**config.mk**
```make
export PLATFORM = sky130hd
export DESIGN_NAME = spi_upcount_slave_rx
export DESIGN_NICKNAME = d
export VERILOG_FILES = /design/src/rtl/spi_upcount_pkg.sv /design/src/rtl/spi_sync_edge.sv /design/src/rtl/spi_upcount_slave_rx.sv
export SDC_FILE = /design/constraint.sdc
export NUM_CORES = 1
export LEC_CHECK = 0
export BUFFER_PORTS_ARGS = -buffer_cell sky130_fd_sc_hd__clkbuf_2
export CORE_MARGIN = 3
export CORE_UTILIZATION = 59
export CTS_CLUSTER_DIAMETER = 200
export DETAILED_ROUTE_END_ITERATION = 12
export GPL_TIMING_DRIVEN = 0
export HOLD_SLACK_MARGIN = 0.06
export PLACE_DENSITY = 0.76
export SYNTH_ARGS = -nofsm -noshare
export SYNTH_HDL_FRONTEND = slang
export SYNTH_SLANG_ARGS = --single-unit
export TNS_END_PERCENT = 1
```
**constraint.sdc**
```tcl
create_clock -name clk -period 3 [get_ports clk]
set_input_delay 0 -clock clk [delete_from_list [all_inputs] [get_ports clk]]
set_output_delay 0 -clock clk [all_outputs]
set_load 0.01 [all_outputs]
```
**src/rtl/spi_upcount_pkg.sv**
```systemverilog
// Shared constants and types for the SPI up-counter link.
// Used by the master side, this receiver and its bench.
package spi_upcount_pkg;

  localparam int FRAME_BITS = 16;
  localparam int MAX_COUNT  = 9999;

  typedef enum logic [1:0] {
    IDLE,
    RX_HI,
    RX_LO,
    CHECK
  } state_e;

endpackage

```
**src/rtl/spi_sync_edge.sv**
```systemverilog
// Synchroniser chain with rise/fall pulse detection.
// Edges are suppressed until the line is seen at its idle level.
module spi_sync_edge #(
  parameter int   STAGES   = 2,
  parameter logic IDLE_VAL = 1'b0
) (
  input  logic clk,
  input  logic rst,
  input  logic d,
  output logic rise,
  output logic fall
);

  localparam logic [1:0] WARM_MAX = 2'(STAGES);

  logic [STAGES-1:0] sync_q, sync_d;
  logic              prev_q, prev_d;
  logic [1:0]        warm_q, warm_d;
  logic              armed_q, armed_d;
  logic              level;
  logic              warm_done;

  assign level     = sync_q[STAGES-1];
  assign warm_done = (warm_q == WARM_MAX);

  // Shift the chain, remember the last level, arm once flushed and idle.
  always_comb begin
    sync_d  = {sync_q[STAGES-2:0], d};
    prev_d  = level;
    warm_d  = warm_done ? warm_q : warm_q + 2'd1;
    armed_d = armed_q | (warm_done & (level == IDLE_VAL));
  end

  // Chain, edge history and arming state.
  always_ff @(posedge clk or posedge rst) begin
    if (rst) begin
      sync_q  <= {STAGES{IDLE_VAL}};
      prev_q  <= IDLE_VAL;
      warm_q  <= 2'd0;
      armed_q <= 1'b0;
    end else begin
      sync_q  <= sync_d;
      prev_q  <= prev_d;
      warm_q  <= warm_d;
      armed_q <= armed_d;
    end
  end

  assign rise = armed_q & level & ~prev_q;
  assign fall = armed_q & ~level & prev_q;

endmodule

```
**src/rtl/spi_upcount_slave_rx.sv**
```systemverilog
// SPI mode-0 slave receiving 16-bit counter frames.
// Accepted values strobe o_valid; the last one is read back on miso.
module spi_upcount_slave_rx
  import spi_upcount_pkg::*;
#(
  parameter int DATA_W      = 14,
  parameter int SYNC_STAGES = 2
) (
  input  logic              clk,
  input  logic              reset,
  input  logic              sclk,
  input  logic              mosi,
  input  logic              ss,
  output logic              miso,
  output logic [DATA_W-1:0] o_counter,
  output logic              o_valid,
  output logic              o_frame_err
);

  localparam int PAD_W = FRAME_BITS - DATA_W;

  logic [1:0] rst_sync_q, rst_sync_d;
  logic       rst_i;

  logic sclk_rise, sclk_fall;
  logic ss_rise, ss_fall;

  logic [SYNC_STAGES-1:0] mosi_sync_q, mosi_sync_d;
  logic                   mosi_s;

  state_e state_q, state_d;

  logic [3:0]            bit_cnt_q, bit_cnt_d;
  logic [FRAME_BITS-1:0] shift_q, shift_d;
  logic [FRAME_BITS-1:0] rb_q, rb_d;
  logic                  ovr_q, ovr_d;
  logic [DATA_W-1:0]     counter_q, counter_d;
  logic                  valid_q, valid_d;
  logic                  err_q, err_d;

  // Reset asserts at once and releases on a clock edge.
  always_comb begin
    rst_sync_d = {rst_sync_q[0], 1'b0};
  end

  // Reset release synchroniser.
  always_ff @(posedge clk or posedge reset) begin
    if (reset) rst_sync_q <= 2'b11;
    else       rst_sync_q <= rst_sync_d;
  end

  assign rst_i = rst_sync_q[1];

  spi_sync_edge #(
    .STAGES   (SYNC_STAGES),
    .IDLE_VAL (1'b0)
  ) u_sclk_sync (
    .clk  (clk),
    .rst  (rst_i),
    .d    (sclk),
    .rise (sclk_rise),
    .fall (sclk_fall)
  );

  spi_sync_edge #(
    .STAGES   (SYNC_STAGES),
    .IDLE_VAL (1'b1)
  ) u_ss_sync (
    .clk  (clk),
    .rst  (rst_i),
    .d    (ss),
    .rise (ss_rise),
    .fall (ss_fall)
  );

  // mosi only needs the same delay as sclk, no edge detect.
  always_comb begin
    if (SYNC_STAGES > 1)
      mosi_sync_d = {mosi_sync_q[SYNC_STAGES-2:0], mosi};
    else
      mosi_sync_d = {SYNC_STAGES{mosi}};
  end

  // mosi synchroniser chain.
  always_ff @(posedge clk or posedge rst_i) begin
    if (rst_i) mosi_sync_q <= '0;
    else       mosi_sync_q <= mosi_sync_d;
  end

  assign mosi_s = mosi_sync_q[SYNC_STAGES-1];

  // FSM state register.
  always_ff @(posedge clk or posedge rst_i) begin
    if (rst_i) state_q <= IDLE;
    else       state_q <= state_d;
  end

  // FSM next state; ss edges win over sclk edges.
  always_comb begin
    state_d = state_q;
    unique case (state_q)
      IDLE: begin
        if (ss_fall) state_d = RX_HI;
      end
      RX_HI: begin
        if (ss_rise)
          state_d = IDLE;
        else if (sclk_rise && bit_cnt_q == 4'd7)
          state_d = RX_LO;
      end
      RX_LO: begin
        if (ss_rise)
          state_d = IDLE;
        else if (sclk_rise && bit_cnt_q == 4'd15)
          state_d = CHECK;
      end
      CHECK: begin
        if (ss_rise) state_d = IDLE;
      end
      default: state_d = IDLE;
    endcase
  end

  // FSM outputs: shifting, readback, frame accept or reject.
  always_comb begin
    bit_cnt_d = bit_cnt_q;
    shift_d   = shift_q;
    rb_d      = rb_q;
    ovr_d     = ovr_q;
    counter_d = counter_q;
    valid_d   = 1'b0;
    err_d     = 1'b0;
    unique case (state_q)
      IDLE: begin
        if (ss_fall) begin
          bit_cnt_d = 4'd0;
          shift_d   = '0;
          ovr_d     = 1'b0;
          rb_d      = {{PAD_W{1'b0}}, counter_q};
        end
      end
      RX_HI, RX_LO: begin
        if (ss_rise) begin
          err_d = 1'b1;
          rb_d  = '0;
        end else begin
          if (sclk_rise) begin
            shift_d   = {shift_q[FRAME_BITS-2:0], mosi_s};
            bit_cnt_d = bit_cnt_q + 4'd1;
          end
          if (sclk_fall)
            rb_d = {rb_q[FRAME_BITS-2:0], 1'b0};
        end
      end
      CHECK: begin
        if (ss_rise) begin
          rb_d = '0;
          if (!ovr_q && shift_q[FRAME_BITS-1:DATA_W] == '0) begin
            counter_d = shift_q[DATA_W-1:0];
            valid_d   = 1'b1;
          end else begin
            err_d = 1'b1;
          end
        end else begin
          if (sclk_rise) ovr_d = 1'b1;
          if (sclk_fall)
            rb_d = {rb_q[FRAME_BITS-2:0], 1'b0};
        end
      end
      default: ;
    endcase
  end

  // Datapath registers.
  always_ff @(posedge clk or posedge rst_i) begin
    if (rst_i) begin
      bit_cnt_q <= 4'd0;
      shift_q   <= '0;
      rb_q      <= '0;
      ovr_q     <= 1'b0;
      counter_q <= '0;
      valid_q   <= 1'b0;
      err_q     <= 1'b0;
    end else begin
      bit_cnt_q <= bit_cnt_d;
      shift_q   <= shift_d;
      rb_q      <= rb_d;
      ovr_q     <= ovr_d;
      counter_q <= counter_d;
      valid_q   <= valid_d;
      err_q     <= err_d;
    end
  end

  assign miso        = rb_q[FRAME_BITS-1];
  assign o_counter   = counter_q;
  assign o_valid     = valid_q;
  assign o_frame_err = err_q;

endmodule

```
==> results.yml <==
setup_path:
  cp.arrival_ns: 2.44
  start_kind: "register"
  r2r_cells: 8
  cp.depth: 8
  critPathBufInv: 4
  slowest_delay_ns: 0.41
  endpoint_kind: "register"
  crit_path_cell_trace: "inv_1, ha_1, buf_2, inv_1, nor2_1, buf_2, nor2_2, a31o_1"
  crit_type: "register to register"
  critPathTopFamily: "buffers and inverters"
  cp_max_fo: 10
  worst_path_max_delay_cell: "dfrtp_1"
  cp_data_required_time_ns: 3.23
flow_run:
  max_cap_viol_count: 0
synth:
  synth-xor-area-share_pct: 0.578
  yosysSeqAreaShare_pct: 58.8
  synth_ff_type: "dfrtp_1"
  synth_nets: 266
  synth_compound_area_share_pct: 16.1
  syn-cell-area_mm2: 0.00303
  yosys-top-cells-area: "dfrtp_1 54%, mux2_2 7.4%, a22o_1 4.6%, o21ai_0 4.6%, dfstp_2 4.3%"
  synth_top_area_share_pct: 54.5
  yosys.area_share.simple_pct: 8.79
  synthArstFlopShare_pct: 100
  yosysUniqueCellTypes: 42
  synth.area.mux_share_pct: 7.76
  synth_fa_ha_area_share_pct: 2.89
  yosys_warnings: 0
  synth-edff-count: 0
  yosys_register_bits: 71
  synth_top_family_by_area: "compound AO/OA/AOI/OAI gates"
  synth_area_per_cell_um2: 11.9
  yosys.area.top_type: "dfrtp_1"
  syn_inst: 254
timing:
  setup_viol: 0
  fin_crit_sh_pct: 73.5
  setup-tns-final_ns: 0
  period_needed_ns: 2.20
  setup_ws_ns: 0.796
  fmax_mhz: 454
  tightest_slew_ns: 0.806
  max_slew_margin_pct: 46.3
  hold_viol: 0
  slew_violations: 0
  final.setup_skew_ns: 0.00774
  rsz0062_at_grt: "no"
cells_and_area:
  num_antenna_cells: 0
  finalNonFillerCells: 362
  num-fill-cells: 358
  nets: 302
  syn_to_final_growth_pct: 13.7
  final_area_mm2: 0.00345
  drive_gt1_share_pct: 24.4
power:
  intPower_uw: 1670
  ir_drop_uv: 478
  p_switching_uw: 968
  pwr-share-clk_pct: 26.2
  pwr_density_cell_mw_per_mm2: 764
  p_leak_uw: 0.00164
  seqPwrFrac_pct: 42.6
  switching_share_pct: 36.7
  total_power_uw: 2640
  comb_power_share_pct: 31.2
clock_network:
  cts_buffer_depth: 2
  root_buffer: "clkbuf_8"
  htreeDepth: 3
  cts_buffers: 9
  cts.sinks: 71
  cts_resized: 0
  cts_tree: "yes"
  clk_latency_ns: 0.34
  clkTransAtPathRegs_ns: 0.07
floorplan:
  rows: 25
  ioPinCount: 22
  die_area_mm2: 0.00604
  initial_core_util_pct: 62.6
  die_h_um: 77.7
  core_mm2: 0.00485
  die_w_um: 77.7
placed_design:
  dp_cells: 342
  io_buffer_count: 21
  dp_slack_ns: 0.840
  place.gp.congestion: 0.774
  placed_cell_area_mm2: 0.00322
  post-dp-hpwl_um: 3970
grt:
  grt_max_degree: 70
  grt_pass1_vias: 2078
  groute.usage.overall_pct: 22.1
  grt_pass1_wl_um: 10200
  overflow: 0
  antenna_found_initial: 0
route:
  firstDrtPassIters: 4
  ant_nets: 0
  wl_per_cell_um: 16.2
  routed_wl_um: 5880
  dr.first_iter.drc_count: 127
  vias_per_cell: 5.75
  detail_route.drc_violations: 0
  vias: 2083
run_status:
  status: "finished clean"
min_path:
  hold_path_class: "input pin to async pin"
## tightest hold or removal path, delay by kind of cell
| kind | cells | cell delay, ns |
|---|---|---|
| buffers and inverters | 3 | 0.70 |
## layout by cell type, fill, tap and decap left out, drive strengths merged, types with 3 or more instances in the layout
cell / n
dfrtp: 66
clkbuf: 41
o21ai: 28
inv: 21
mux2: 20
a22o: 16
nand2: 12
nand4: 10
o41ai: 8
ha: 7
buf: 6
nor2: 6
nand2b: 5
dfstp: 5
dlygate4sd3: 4
nand3: 3
a21o: 3
clkinvlp: 3
## path summary, 6_finish.rpt
path | startpoint | endpoint | slack [ns]
min reg2reg | u_ss_sync.sync_q[0]$_DFF_PP1_ | u_ss_sync.sync_q[1]$_DFF_PP1_ | 0.36
min in group clk | ss | u_ss_sync.sync_q[0]$_DFF_PP1_ | 0.30
min | reset | rst_sync_q[0]$_DFF_PP1_ | 0.21
max in group asynchronous | rst_sync_q[1]$_DFF_PP1_ | rb_q[11]$_DFFE_PP0P_ | 2.06
max reg2reg | state_q[0]$_DFFE_PP0P_ | bit_cnt_q[2]$_DFFE_PP0P_ | 0.80
max | state_q[0]$_DFFE_PP0P_ | bit_cnt_q[2]$_DFFE_PP0P_ | 0.80
## cells by family after synthesis
logic type      Yosys count
compound gates           69
xor+xnor                  2
fa+ha+maj                 7
buf+inv                  36
flops                    71
mux                      21
other cells               1
simple gates             47
## layer usage
| layer | share of wire, % | global-route usage (%) | up-vias |
|---|---|---|---|
| li1 | - | - | 992 |
| met1 | 48 | 31.1 | 1030 |
| met2 | 46 | 32.6 | 47 |
| met3 | 3.4 | 3.83 | 14 |
| met4 | 2.4 | 11.7 | 0 |
| met5 | 0 | 0 | - |
## cell type report
class	count	area [um2]	share of cell area, %
Timing Repair Buffer	25	145	4.21
Buffer	15	72.6	2.10
Clock buffer	11	151	4.39
Multi-Input combinational cell	147	1100	31.9
Tap cell	67	83.8	2.43
Inverter	21	81.3	2.36
Clock inverter	5	32.5	0.943
Sequential cell	71	1780	51.7
## power by group through the flow
stage	Sequential, uW	Clock, uW	Combinational (uW)
final	1120	691	822
after floorplan	1130	0	589
after CTS	1120	711	817
after global routing	1130	754	912
after global placement	1130	0	801
after detailed placement	1140	0	809
## flip-flops by register name, summed over array words and instances (netlist names), 2 cells and up
register / count
rb_q: 16
shift_q: 16
o_counter: 14
bit_cnt_q: 4
mosi_sync_q: 2
rst_sync_q: 2
state_q: 2
u_sclk_sync.sync_q: 2
u_sclk_sync.warm_q: 2
u_ss_sync.sync_q: 2
u_ss_sync.warm_q: 2
## synth_stat cells (2+ instances only)
| library cell | instances |
|---|---|
| nor4bb_1 | 2 |
| nand4_1 | 10 |
| a21o_1 | 3 |
| dfrtp_1 | 66 |
| mux2_2 | 20 |
| clkbuf_1 | 9 |
| a22o_1 | 16 |
| or3_1 | 2 |
| o41ai_1 | 8 |
| nand3_1 | 3 |
| nand2b_1 | 5 |
| and3b_1 | 2 |
| o21ai_0 | 28 |
| inv_1 | 21 |
| nor3_1 | 2 |
| nor2_1 | 4 |
| o31ai_1 | 2 |
| xnor2_1 | 2 |
| nor2_2 | 2 |
| buf_2 | 4 |
| nand2_1 | 12 |
| dfstp_2 | 5 |
| ha_1 | 7 |
## metrics by stage
stage / utilization (%) / hold WS [ns]
floorplan: - / -0.0885
global placement: 66.5 / 0.00486
detailed placement: 66.5 / 0.0203
CTS: 71.1 / 0.196
global route: 71.1 / 0.215
finish: 71.1 / 0.206
## timing repair
item                                   4_1_cts  5_1_grt
endpoints found under the hold margin        5        0
buffers inserted                             0        0
hold buffers                                 4        0
No activity file was read; power rests on OpenSTA's default activity.
